--- config.mk ---
export PLATFORM = sky130hd
export DESIGN_NAME = req_onehot_arbiter_flat
export DESIGN_NICKNAME = d
export VERILOG_FILES = /design/src/rtl/req_onehot_arbiter_pkg.sv /design/src/rtl/req_onehot_arbiter_if.sv /design/src/rtl/req_onehot_arbiter_prio_pick.sv /design/src/rtl/req_onehot_arbiter.sv /design/src/flat_wrapper.sv
export SDC_FILE = /design/constraint.sdc
export NUM_CORES = 1
export LEC_CHECK = 0
export ABC_AREA = 1
export CAP_MARGIN = 25
export CORE_MARGIN = 2
export CORE_UTILIZATION = 45
export CTS_CLUSTER_DIAMETER = 30
export DETAILED_ROUTE_END_ITERATION = 10
export HOLD_SLACK_MARGIN = 0.15
export PLACE_DENSITY = 0.91
export SLEW_MARGIN = 20
export SYNTH_ARGS = -nofsm -noshare
export SYNTH_HDL_FRONTEND = slang
export SYNTH_SLANG_ARGS = --single-unit
export TNS_END_PERCENT = 10
--- constraint.sdc ---
create_clock -name clk -period 2.19 [get_ports clk]
set_input_delay 0.438 -clock clk [delete_from_list [all_inputs] [get_ports clk]]
set_output_delay 0.438 -clock clk [all_outputs]
set_load 0.005 [all_outputs]
--- src/rtl/req_onehot_arbiter_pkg.sv ---
// -----------------------------------------------------------------------------
// arb_pkg
// Shared constants, FSM state type and a one-hot-to-index helper for the
// request arbiter that feeds the 16-to-4 priority encoder.
//   N               : number of request lines
//   W               : index width, log2(N), matches the encoder output width
//   state_t         : arbiter FSM states
//   onehot_to_index : binary index of a one-hot word (0 for an all-zero word)
// -----------------------------------------------------------------------------
package arb_pkg;

  localparam int N = 16;
  localparam int W = 4;

  typedef enum logic {
    IDLE  = 1'b0,
    GRANT = 1'b1
  } state_t;

  // OR-reduces the indices of all set bits. For a true one-hot input this is
  // exactly the index of the single set bit.
  function automatic logic [W-1:0] onehot_to_index(input logic [N-1:0] oh);
    logic [W-1:0] idx;
    idx = '0;
    for (int i = 0; i < N; i++) begin
      if (oh[i]) idx = idx | W'(i);
    end
    return idx;
  endfunction

endpackage

--- src/rtl/req_onehot_arbiter_if.sv ---
// -----------------------------------------------------------------------------
// req_onehot_arbiter_if
// Bus between the request source / grant consumer and the arbiter.
//   req_in       : request lines, level source, edges are captured
//   mask         : 1 = line not grantable (pending still captured)
//   grant_ack    : consumer accepts the current grant
//   clear_ovf    : clears the sticky overflow bits
//   grant_onehot : one-hot grant while valid, zero otherwise
//   grant_valid  : grant present
//   pending      : pending request register
//   overflow     : sticky, new edge on an already pending line
// Modports: master = source/consumer side, slave = arbiter side.
// -----------------------------------------------------------------------------
interface req_onehot_arbiter_if #(
  parameter int N = 16
);

  logic [N-1:0] req_in;
  logic [N-1:0] mask;
  logic         grant_ack;
  logic         clear_ovf;
  logic [N-1:0] grant_onehot;
  logic         grant_valid;
  logic [N-1:0] pending;
  logic [N-1:0] overflow;

  modport master (
    output req_in, mask, grant_ack, clear_ovf,
    input  grant_onehot, grant_valid, pending, overflow
  );

  modport slave (
    input  req_in, mask, grant_ack, clear_ovf,
    output grant_onehot, grant_valid, pending, overflow
  );

endinterface

--- src/rtl/req_onehot_arbiter_prio_pick.sv ---
// -----------------------------------------------------------------------------
// prio_pick
// Combinational highest-set-bit isolator.
//   cand_i : candidate vector
//   pick_o : one-hot word with only the highest set bit of cand_i (or zero)
//   any_o  : cand_i is nonzero
// -----------------------------------------------------------------------------
module prio_pick #(
  parameter int N = 16
) (
  input  logic [N-1:0] cand_i,
  output logic [N-1:0] pick_o,
  output logic         any_o
);

  logic found;

  // NOTE: every output of a combinational block gets a default at the top so
  // no path leaves it unassigned; otherwise a latch is inferred.
  always_comb begin
    pick_o = '0;
    found  = 1'b0;
    // Scan from the top so the highest index wins, matching the encoder.
    for (int i = N - 1; i >= 0; i--) begin
      if (cand_i[i] && !found) begin
        pick_o[i] = 1'b1;
        found     = 1'b1;
      end
    end
  end

  assign any_o = |cand_i;

endmodule

--- src/rtl/req_onehot_arbiter.sv ---
// -----------------------------------------------------------------------------
// req_onehot_arbiter
// Captures rising edges of the request lines into a pending register and
// presents the highest-index unmasked pending request as a registered one-hot
// grant, held until acknowledged. Back-to-back grants need no idle cycle.
//   clk   : sole clock, rising edge
//   reset : synchronous, active-high
//   bus   : slave side of req_onehot_arbiter_if (requests, mask, handshake,
//           pending and overflow status)
// -----------------------------------------------------------------------------
module req_onehot_arbiter
  import arb_pkg::*;
(
  input  logic                   clk,
  input  logic                   reset,
  req_onehot_arbiter_if.slave    bus
);

  state_t       state_q, state_d;
  logic [N-1:0] req_prev_q;
  logic [N-1:0] pending_q,  pending_d;
  logic [N-1:0] overflow_q, overflow_d;
  logic [N-1:0] grant_q,    grant_d;

  logic [N-1:0] rise;
  logic [N-1:0] clr;
  logic [N-1:0] cand;
  logic [N-1:0] pick;
  logic         pick_any;
  logic         ack_fire;

  // ---------------------------------------------------------------------------
  // Edge detect, clear and candidate vectors
  // ---------------------------------------------------------------------------
  assign rise     = bus.req_in & ~req_prev_q;
  assign ack_fire = (state_q == GRANT) && bus.grant_ack;
  assign clr      = ack_fire ? grant_q : '0;
  // Only registered pending is eligible; the acked bit is removed so the next
  // pick can load in the same cycle as the ack.
  assign cand     = pending_q & ~bus.mask & ~clr;

  prio_pick #(.N(N)) u_pick (
    .cand_i (cand),
    .pick_o (pick),
    .any_o  (pick_any)
  );

  // A rise that coincides with a clear keeps the bit set and is not an
  // overflow; clear_ovf beats a same-cycle overflow set.
  assign pending_d  = (pending_q & ~clr) | rise;
  assign overflow_d = bus.clear_ovf ? '0
                                    : (overflow_q | (rise & pending_q & ~clr));

  // ---------------------------------------------------------------------------
  // State register
  // ---------------------------------------------------------------------------
  // NOTE: sequential state is updated with non-blocking assignments so every
  // register samples the pre-edge values regardless of statement order.
  always_ff @(posedge clk) begin
    if (reset) begin
      state_q    <= IDLE;
      pending_q  <= '0;
      overflow_q <= '0;
      grant_q    <= '0;
      // Tracking the lines during reset means a line held high through reset
      // does not look like a fresh edge afterwards; with lines low during
      // reset this register comes out as zero.
      req_prev_q <= bus.req_in;
    end else begin
      state_q    <= state_d;
      pending_q  <= pending_d;
      overflow_q <= overflow_d;
      grant_q    <= grant_d;
      req_prev_q <= bus.req_in;
    end
  end

  // ---------------------------------------------------------------------------
  // Next-state logic
  // ---------------------------------------------------------------------------
  always_comb begin
    state_d = state_q;
    grant_d = grant_q;
    unique case (state_q)
      IDLE: begin
        if (pick_any) begin
          state_d = GRANT;
          grant_d = pick;
        end
      end
      GRANT: begin
        // Grant is held even if its line gets masked; only an ack moves it.
        if (bus.grant_ack) begin
          if (pick_any) begin
            grant_d = pick;
          end else begin
            state_d = IDLE;
            grant_d = '0;
          end
        end
      end
      default: begin
        state_d = IDLE;
        grant_d = '0;
      end
    endcase
  end

  // ---------------------------------------------------------------------------
  // Outputs, all straight from registers
  // ---------------------------------------------------------------------------
  always_comb begin
    bus.grant_valid  = (state_q == GRANT);
    bus.grant_onehot = grant_q;
    bus.pending      = pending_q;
    bus.overflow     = overflow_q;
  end

endmodule

--- src/flat_wrapper.sv ---
// flat-port wrapper written by rule: the top's interface ports become plain ports
module req_onehot_arbiter_flat import arb_pkg::*;
  (clk, reset, bus_req_in, bus_mask, bus_grant_ack, bus_clear_ovf, bus_grant_onehot, bus_grant_valid, bus_pending, bus_overflow);
  req_onehot_arbiter_if #(.N(N)) bus_i ();
  input  logic clk;
  input  logic reset;
  input wire logic [$bits(bus_i.req_in)-1:0] bus_req_in;
  input wire logic [$bits(bus_i.mask)-1:0] bus_mask;
  input wire logic [$bits(bus_i.grant_ack)-1:0] bus_grant_ack;
  input wire logic [$bits(bus_i.clear_ovf)-1:0] bus_clear_ovf;
  output wire logic [$bits(bus_i.grant_onehot)-1:0] bus_grant_onehot;
  output wire logic [$bits(bus_i.grant_valid)-1:0] bus_grant_valid;
  output wire logic [$bits(bus_i.pending)-1:0] bus_pending;
  output wire logic [$bits(bus_i.overflow)-1:0] bus_overflow;
  assign bus_i.req_in = bus_req_in;
  assign bus_i.mask = bus_mask;
  assign bus_i.grant_ack = bus_grant_ack;
  assign bus_i.clear_ovf = bus_clear_ovf;
  assign bus_grant_onehot = bus_i.grant_onehot;
  assign bus_grant_valid = bus_i.grant_valid;
  assign bus_pending = bus_i.pending;
  assign bus_overflow = bus_i.overflow;
  req_onehot_arbiter u_core (.clk(clk), .reset(reset), .bus(bus_i));
endmodule
# Yosys cells after proc, flatten, opt, wreduce, memory -nomap -nowiden
# Cells that the tools add are included.
dict set report totals {
  ff_bits 65
  latch_bits 0
  mem_bits_rw 0
  mem_bits_ro 0
  input_bits 36
  out_inout_bits 49
  memories 0
}
dict set report classes {
  add_sub_neg 0
  multipliers 0
  div 0
  n_lt_le_gt_ge 0
  n_eq_ne 2
  n_shift 0
  n_mux 38
  bitwise 12
  reduce_logical 34
}
# operator count
set ops {}
lappend ops {{$and 16x16->16} 6}
lappend ops {{$mux 16} 4}
lappend ops {{$not 16->16} 3}
lappend ops {{$mux 1} 32}
lappend ops {{$or 16x16->16} 2}
lappend ops {{$pmux 16 s2} 1}
lappend ops {{$logic_and 1x1->1} 16}
lappend ops {{$reduce_or 16->1} 1}
lappend ops {{$logic_not 1->1} 15}
lappend ops {{$ne 2x1->1 const B} 1}
lappend ops {{$ne 2x2->1 const B} 1}
lappend ops {{$pmux 1 s2} 1}
lappend ops {{$reduce_and 2->1} 1}
lappend ops {{$reduce_or 2->1} 1}
lappend ops {{$not 1->1} 1}

# Logic depth before layout (Yosys ltp)
dict set report depth {
  word_depth 53
  mapped_depth 13
  depth_no_buf 12
}

# Modules after synthesis
# From an unflattened synthesis, not the netlist that was laid out.
dict set report hier_totals {
  hier_cells 340
  area_unflattened_um2 2698.8
}
# module instances cells_each area_per_inst_um2
set modules_own_cells {}
lappend modules_own_cells {req_onehot_arbiter 1 296 2464.9}
lappend modules_own_cells {prio_pick 1 44 234.0}

# Worst setup path after synthesis
# OpenSTA, ideal clock, no wires.
dict set report synth_timing {
  path_kind {register to register}
  start {register u_core.state_q, in the netlist u_core.bus.grant_valid}
  end {register u_core.grant_q[10], in the netlist u_core.bus.grant_onehot[10]}
  setup_time_ns 0.113
  arrival_ns 1.644
  required_ns 2.077
  setup_slack_ns 0.434
  stages_incl_launch_ff 12
  synth_period_minus_slack_ns 1.756
  cell_sequence {dfxtp_1 -> buf_6 -> nand3_2 -> nand2_2 -> nand2_2 -> nor2_4 -> nand2_2 -> o21ai_4 -> nand2_4 -> buf_6 -> nor2_1 -> nor2_1}
}
dict set report synth_via {
  elab_chain_cells 23
}
# element line
set synth_rtl {}
lappend synth_rtl {{start, declared} req_onehot_arbiter.sv:19} ;# state_t state_q, state_d;
lappend synth_rtl {{start signal, assigned} req_onehot_arbiter.sv:70} ;# state_q <= state_d;
lappend synth_rtl {{$logic_and 1x1->1} req_onehot_arbiter.sv:36} ;# assign ack_fire = (state_q == GRANT) && bus.grant_ack;
lappend synth_rtl {{$mux 16} req_onehot_arbiter.sv:37} ;# assign clr = ack_fire ? grant_q : '0;
lappend synth_rtl {{$not 16->16} req_onehot_arbiter.sv:40} ;# assign cand = pending_q & ~bus.mask & ~clr;
lappend synth_rtl {{$and 16x16->16} req_onehot_arbiter.sv:40}
lappend synth_rtl {{$mux 1} req_onehot_arbiter_prio_pick.sv:25} ;# if (cand_i[i] && !found) begin
lappend synth_rtl {{$logic_not 1->1} req_onehot_arbiter_prio_pick.sv:25}
lappend synth_rtl {{$logic_and 1x1->1} req_onehot_arbiter_prio_pick.sv:25}
lappend synth_rtl {{$mux 1} req_onehot_arbiter_prio_pick.sv:25}
lappend synth_rtl {{[7 not listed]} -}
lappend synth_rtl {{$logic_and 1x1->1} req_onehot_arbiter_prio_pick.sv:25}
lappend synth_rtl {{$mux 1} req_onehot_arbiter_prio_pick.sv:25}
lappend synth_rtl {{$logic_not 1->1} req_onehot_arbiter_prio_pick.sv:25}
lappend synth_rtl {{$logic_and 1x1->1} req_onehot_arbiter_prio_pick.sv:25}
lappend synth_rtl {{$mux 1} req_onehot_arbiter_prio_pick.sv:25}
lappend synth_rtl {{$mux 16} req_onehot_arbiter.sv:94} ;# if (pick_any) begin
lappend synth_rtl {{$mux 16} req_onehot_arbiter.sv:93} ;# if (bus.grant_ack) begin
lappend synth_rtl {{$pmux 16 s2} req_onehot_arbiter.sv:84} ;# unique case (state_q)
lappend synth_rtl {{end signal, assigned} req_onehot_arbiter.sv:73} ;# grant_q <= grant_d;
lappend synth_rtl {{end, declared} req_onehot_arbiter.sv:23} ;# logic [N-1:0] grant_q, grant_d;
# Parallel ways exist; a longest one is shown, timed or not. The select of a mux whose other input is x is not followed.
# A chain may end at the register's enable or synchronous reset.

# Worst setup path after layout
dict set report layout_timing {
  start {register u_core.state_q, in the netlist u_core.bus.grant_valid}
  end {register u_core.grant_q[13], in the netlist u_core.bus.grant_onehot[13]}
}
dict set report layout_via {
  elab_chain_cells 14
}
# element line
set layout_rtl {}
lappend layout_rtl {{$logic_and 1x1->1} req_onehot_arbiter.sv:36}
lappend layout_rtl {{$mux 16} req_onehot_arbiter.sv:37}
lappend layout_rtl {{$not 16->16} req_onehot_arbiter.sv:40}
lappend layout_rtl {{$and 16x16->16} req_onehot_arbiter.sv:40}
lappend layout_rtl {{$mux 1} req_onehot_arbiter_prio_pick.sv:25}
lappend layout_rtl {{$logic_not 1->1} req_onehot_arbiter_prio_pick.sv:25}
lappend layout_rtl {{$logic_and 1x1->1} req_onehot_arbiter_prio_pick.sv:25}
lappend layout_rtl {{$mux 1} req_onehot_arbiter_prio_pick.sv:25}
lappend layout_rtl {{$logic_not 1->1} req_onehot_arbiter_prio_pick.sv:25}
lappend layout_rtl {{$logic_and 1x1->1} req_onehot_arbiter_prio_pick.sv:25}
lappend layout_rtl {{$mux 1} req_onehot_arbiter_prio_pick.sv:25}
lappend layout_rtl {{$mux 16} req_onehot_arbiter.sv:94}
lappend layout_rtl {{$mux 16} req_onehot_arbiter.sv:93}
lappend layout_rtl {{$pmux 16 s2} req_onehot_arbiter.sv:84}
# Parallel ways exist; a longest one is shown, timed or not. The select of a mux whose other input is x is not followed.

==> reports/metrics.cfg <==
[cts]
cts.clk_slew.worst_paths_ps = 70
htree_levels = 3
cts_setup_buffers = 0
clockBufferDepth = 2
cts.sinks = 65
cts_tree = yes
cts-root-buf = clkbuf_8
clock_latency_ps = 330
cts_buffers = 9

[grt]
antenna_found_initial = 0
grt_pass1_wl_um = 11200
grt-ovfl-total = 0
grt.total_usage = 0.225
grt_pass1_vias = 2577
grt_max_degree = 17

[yosys]
ys_ff_latch = 65
synth_area_leader_cell = dfxtp_1
synth_top_family_by_area = simple AND/OR/NAND/NOR gates
ys_async_sr_fraction = 0
yosysUniqueCellTypes = 21
synthTopCellsByArea = dfxtp_1, nor2_1, nand2_1
synthXorXnorAreaFrac = 0
synthFlopType = dfxtp_1
yosysMostFrequentCell = nor2_1
ys_top_cells_by_count = nor2_1, nand2_1, dfxtp_1, inv_1, nand3_1
synth-adder-area-share = 0
syn_inst = 355
syn_area_per_cell_um2 = 7.24
synth_mux_area_frac = 0
synth-simple-area-share = 0.347
synth_compound_area_frac = 0.0609
syn_area_mm2 = 0.00257
ys_seq_area_frac = 0.506
synth_nets = 391
synth_edf_count = 0
synth_top_area_share = 0.506
yosysWarnings = 0

[sta]
worstMarginPinSlew_ps = 395
period_minus_slack_ps = 1860
slew_headroom = 0.735
hold_viol = 0
maxSlewViolCount = 0
rsz0062_at_grt = no
finClkSkew_ps = 7.67
finalSetupViolCount = 0
fmax_mhz = 537
timing.final.crit_share = 0.850

[die]
die_y_um = 79.6
initial_core_util = 0.467
die_area_mm2 = 0.00633
core-area_mm2 = 0.00551
die_x_um = 79.6
io_pins = 85
fp-row-count = 27

[final_layout]
diodes = 0
fin_util = 0.711
multi_input_area_mm2 = 0.00105
area_growth_pct = 52.3
ff_latch_area_mm2 = 0.00130
drive_gt1_frac = 0.127
nets = 512
n_fill_cell = 445

[detailed_routing]
routed_wirelength_um = 6670
drt_iter0_drc = 148
via_per_inst = 4.70
route.detailed.drc = 0
vias = 2601
drtPass1Iterations = 4
final_antenna_net_count = 0
avgRoutedWirePerCell_um = 12.1

[flow_run]
max-cap-violations = 0

[worst_setup_path]
reg2reg_to = u_core.bus.grant_onehot[13]
path_common_cell = nor2_1
startpoint = u_core.bus.grant_valid
slowest_delay_ps = 350
path_buf_inv = 1
crit_fanout = 15
timing.rr.start = u_core.bus.grant_valid
worstPathRequired_ps = 2420
critPathKind = reg2reg
reg2reg_setup_slack_ps = 330
cp_slowest_cell = dfxtp_1
crit_chain = buf_4 -> nand2_2 -> o21ai_1 -> nand2_1 -> nor2_1 -> nand2_1 -> o21ai_4 -> nand2_4 -> nor2_1 -> nor2_1
end_kind = flip-flop
cp-start-kind = flip-flop
reg2regPathDepth = 10
cp_top_family = simple AND/OR/NAND/NOR gates
arrival_ps = 2090

[min_path]
hold-path-endpoint = u_core.bus.overflow[10]
whs_path_depth = 2
min_path_type = reg2reg
min_from = u_core.bus.overflow[10]

[power_and_ir_drop]
ir_worst_vdd_mv = 0.496
power.leakage_nw = 1.72
p_per_area_mw_per_mm2 = 735
finalPower_mw = 2.88

[placement]
portBuffers = 84
gp_congestion = 0.819
place_hpwl_um = 4890

[outcome]
outcome = complete, no violations

## power breakdown
| part | switching [mW] | internal [mW] | leakage [nW] |
|---|---|---|---|
| logic | 0.248 | 0.261 | 1.08 |
| clock network | 0.438 | 0.642 | 0.102 |
| registers | 0.0412 | 1.25 | 0.536 |
| total | 0.727 | 2.15 | 1.72 |
## routing by layer
layer  GRT usage  routed length [um]  up-vias
li1            -                   -     1335
met1       0.261                2800     1156
met2       0.373                3180       98
met3      0.0679                 566       12
met4       0.114                 118        0
met5           0                   0        -
## cell usage in the layout (no fill, tap or decap), types with 2 or more instances in the layout
| cell | count |
|---|---|
| nand3_1 | 33 |
| nand3_2 | 2 |
| nor3b_1 | 2 |
| nand2_2 | 5 |
| inv_1 | 43 |
| clkbuf_8 | 9 |
| dfxtp_1 | 65 |
| a21oi_1 | 24 |
| nor2_4 | 2 |
| o21ai_1 | 2 |
| or2_2 | 3 |
| nor2_1 | 90 |
| bufinv_16 | 2 |
| buf_4 | 35 |
| clkbuf_1 | 4 |
| o21ai_0 | 2 |
| nand2_1 | 67 |
| clkdlybuf4s50_1 | 83 |
## worst reg2reg max path: stages (launching register included)
cell	delay (ps)
dfxtp_1	350
buf_4	190
nand2_2	120
o21ai_1	210
nand2_1	100
nor2_1	110
nand2_1	110
o21ai_4	210
nand2_4	150
nor2_1	140
nor2_1	60
## timing repair
action | CTS | global route
hold buffers | 0 | 0
setup endpoints to repair | 0 | 12
gates resized for setup | 0 | 1
## sequential cells by signal (all words and copies together) (netlist names)
signal,count
u_core.req_prev_q,16
u_core.bus.overflow,16
u_core.bus.pending,16
u_core.bus.grant_valid,1
u_core.bus.grant_onehot,16
## metrics by stage
stage                     area, um^2  hold WS, ps  setup slack (ps)  TNS [ps]  std cells
after global placement          3710          450              -134     -1540        537
after detailed placement        3710          461              -188     -2490        537
after global routing            3910          509               116         0        553
after CTS                       3910          477               139         0        553
final                           3910          469               328         0        553
after floorplan                 2570          463               434         0        355
## final cells by class
cell class / count / area share
clock buffer: 13 / 0.0355
clock inverter: 3 / 0.0166
inverter: 44 / 0.0422
multi-input combinational: 237 / 0.268
sequential: 65 / 0.332
tap: 72 / 0.0230
timing repair buffer: 119 / 0.283
## logic make-up (layout without fill, tap and decap cells)
group,Yosys count,after routing
flip-flops,65,65
buffers and inverters,53,179
AND/OR/NAND/NOR,208,208
AO/OA/AOI/OAI,29,29
## how the worst max path moves through the flow
stage / slack, ps / cells past startpoint / to
2_1_floorplan: 430 / 11 / u_core.bus.grant_onehot[10]
6_report: 330 / 10 / u_core.bus.grant_onehot[13]
3_5_place_dp: -190 / 11 / u_core.bus.grant_onehot[5]
5_1_grt: 120 / 11 / u_core.bus.grant_onehot[8]
4_1_cts: 140 / 11 / u_core.bus.grant_onehot[5]
3_3_place_gp: -130 / 11 / u_core.bus.grant_onehot[2]
(Power assumes the default switching activity.)
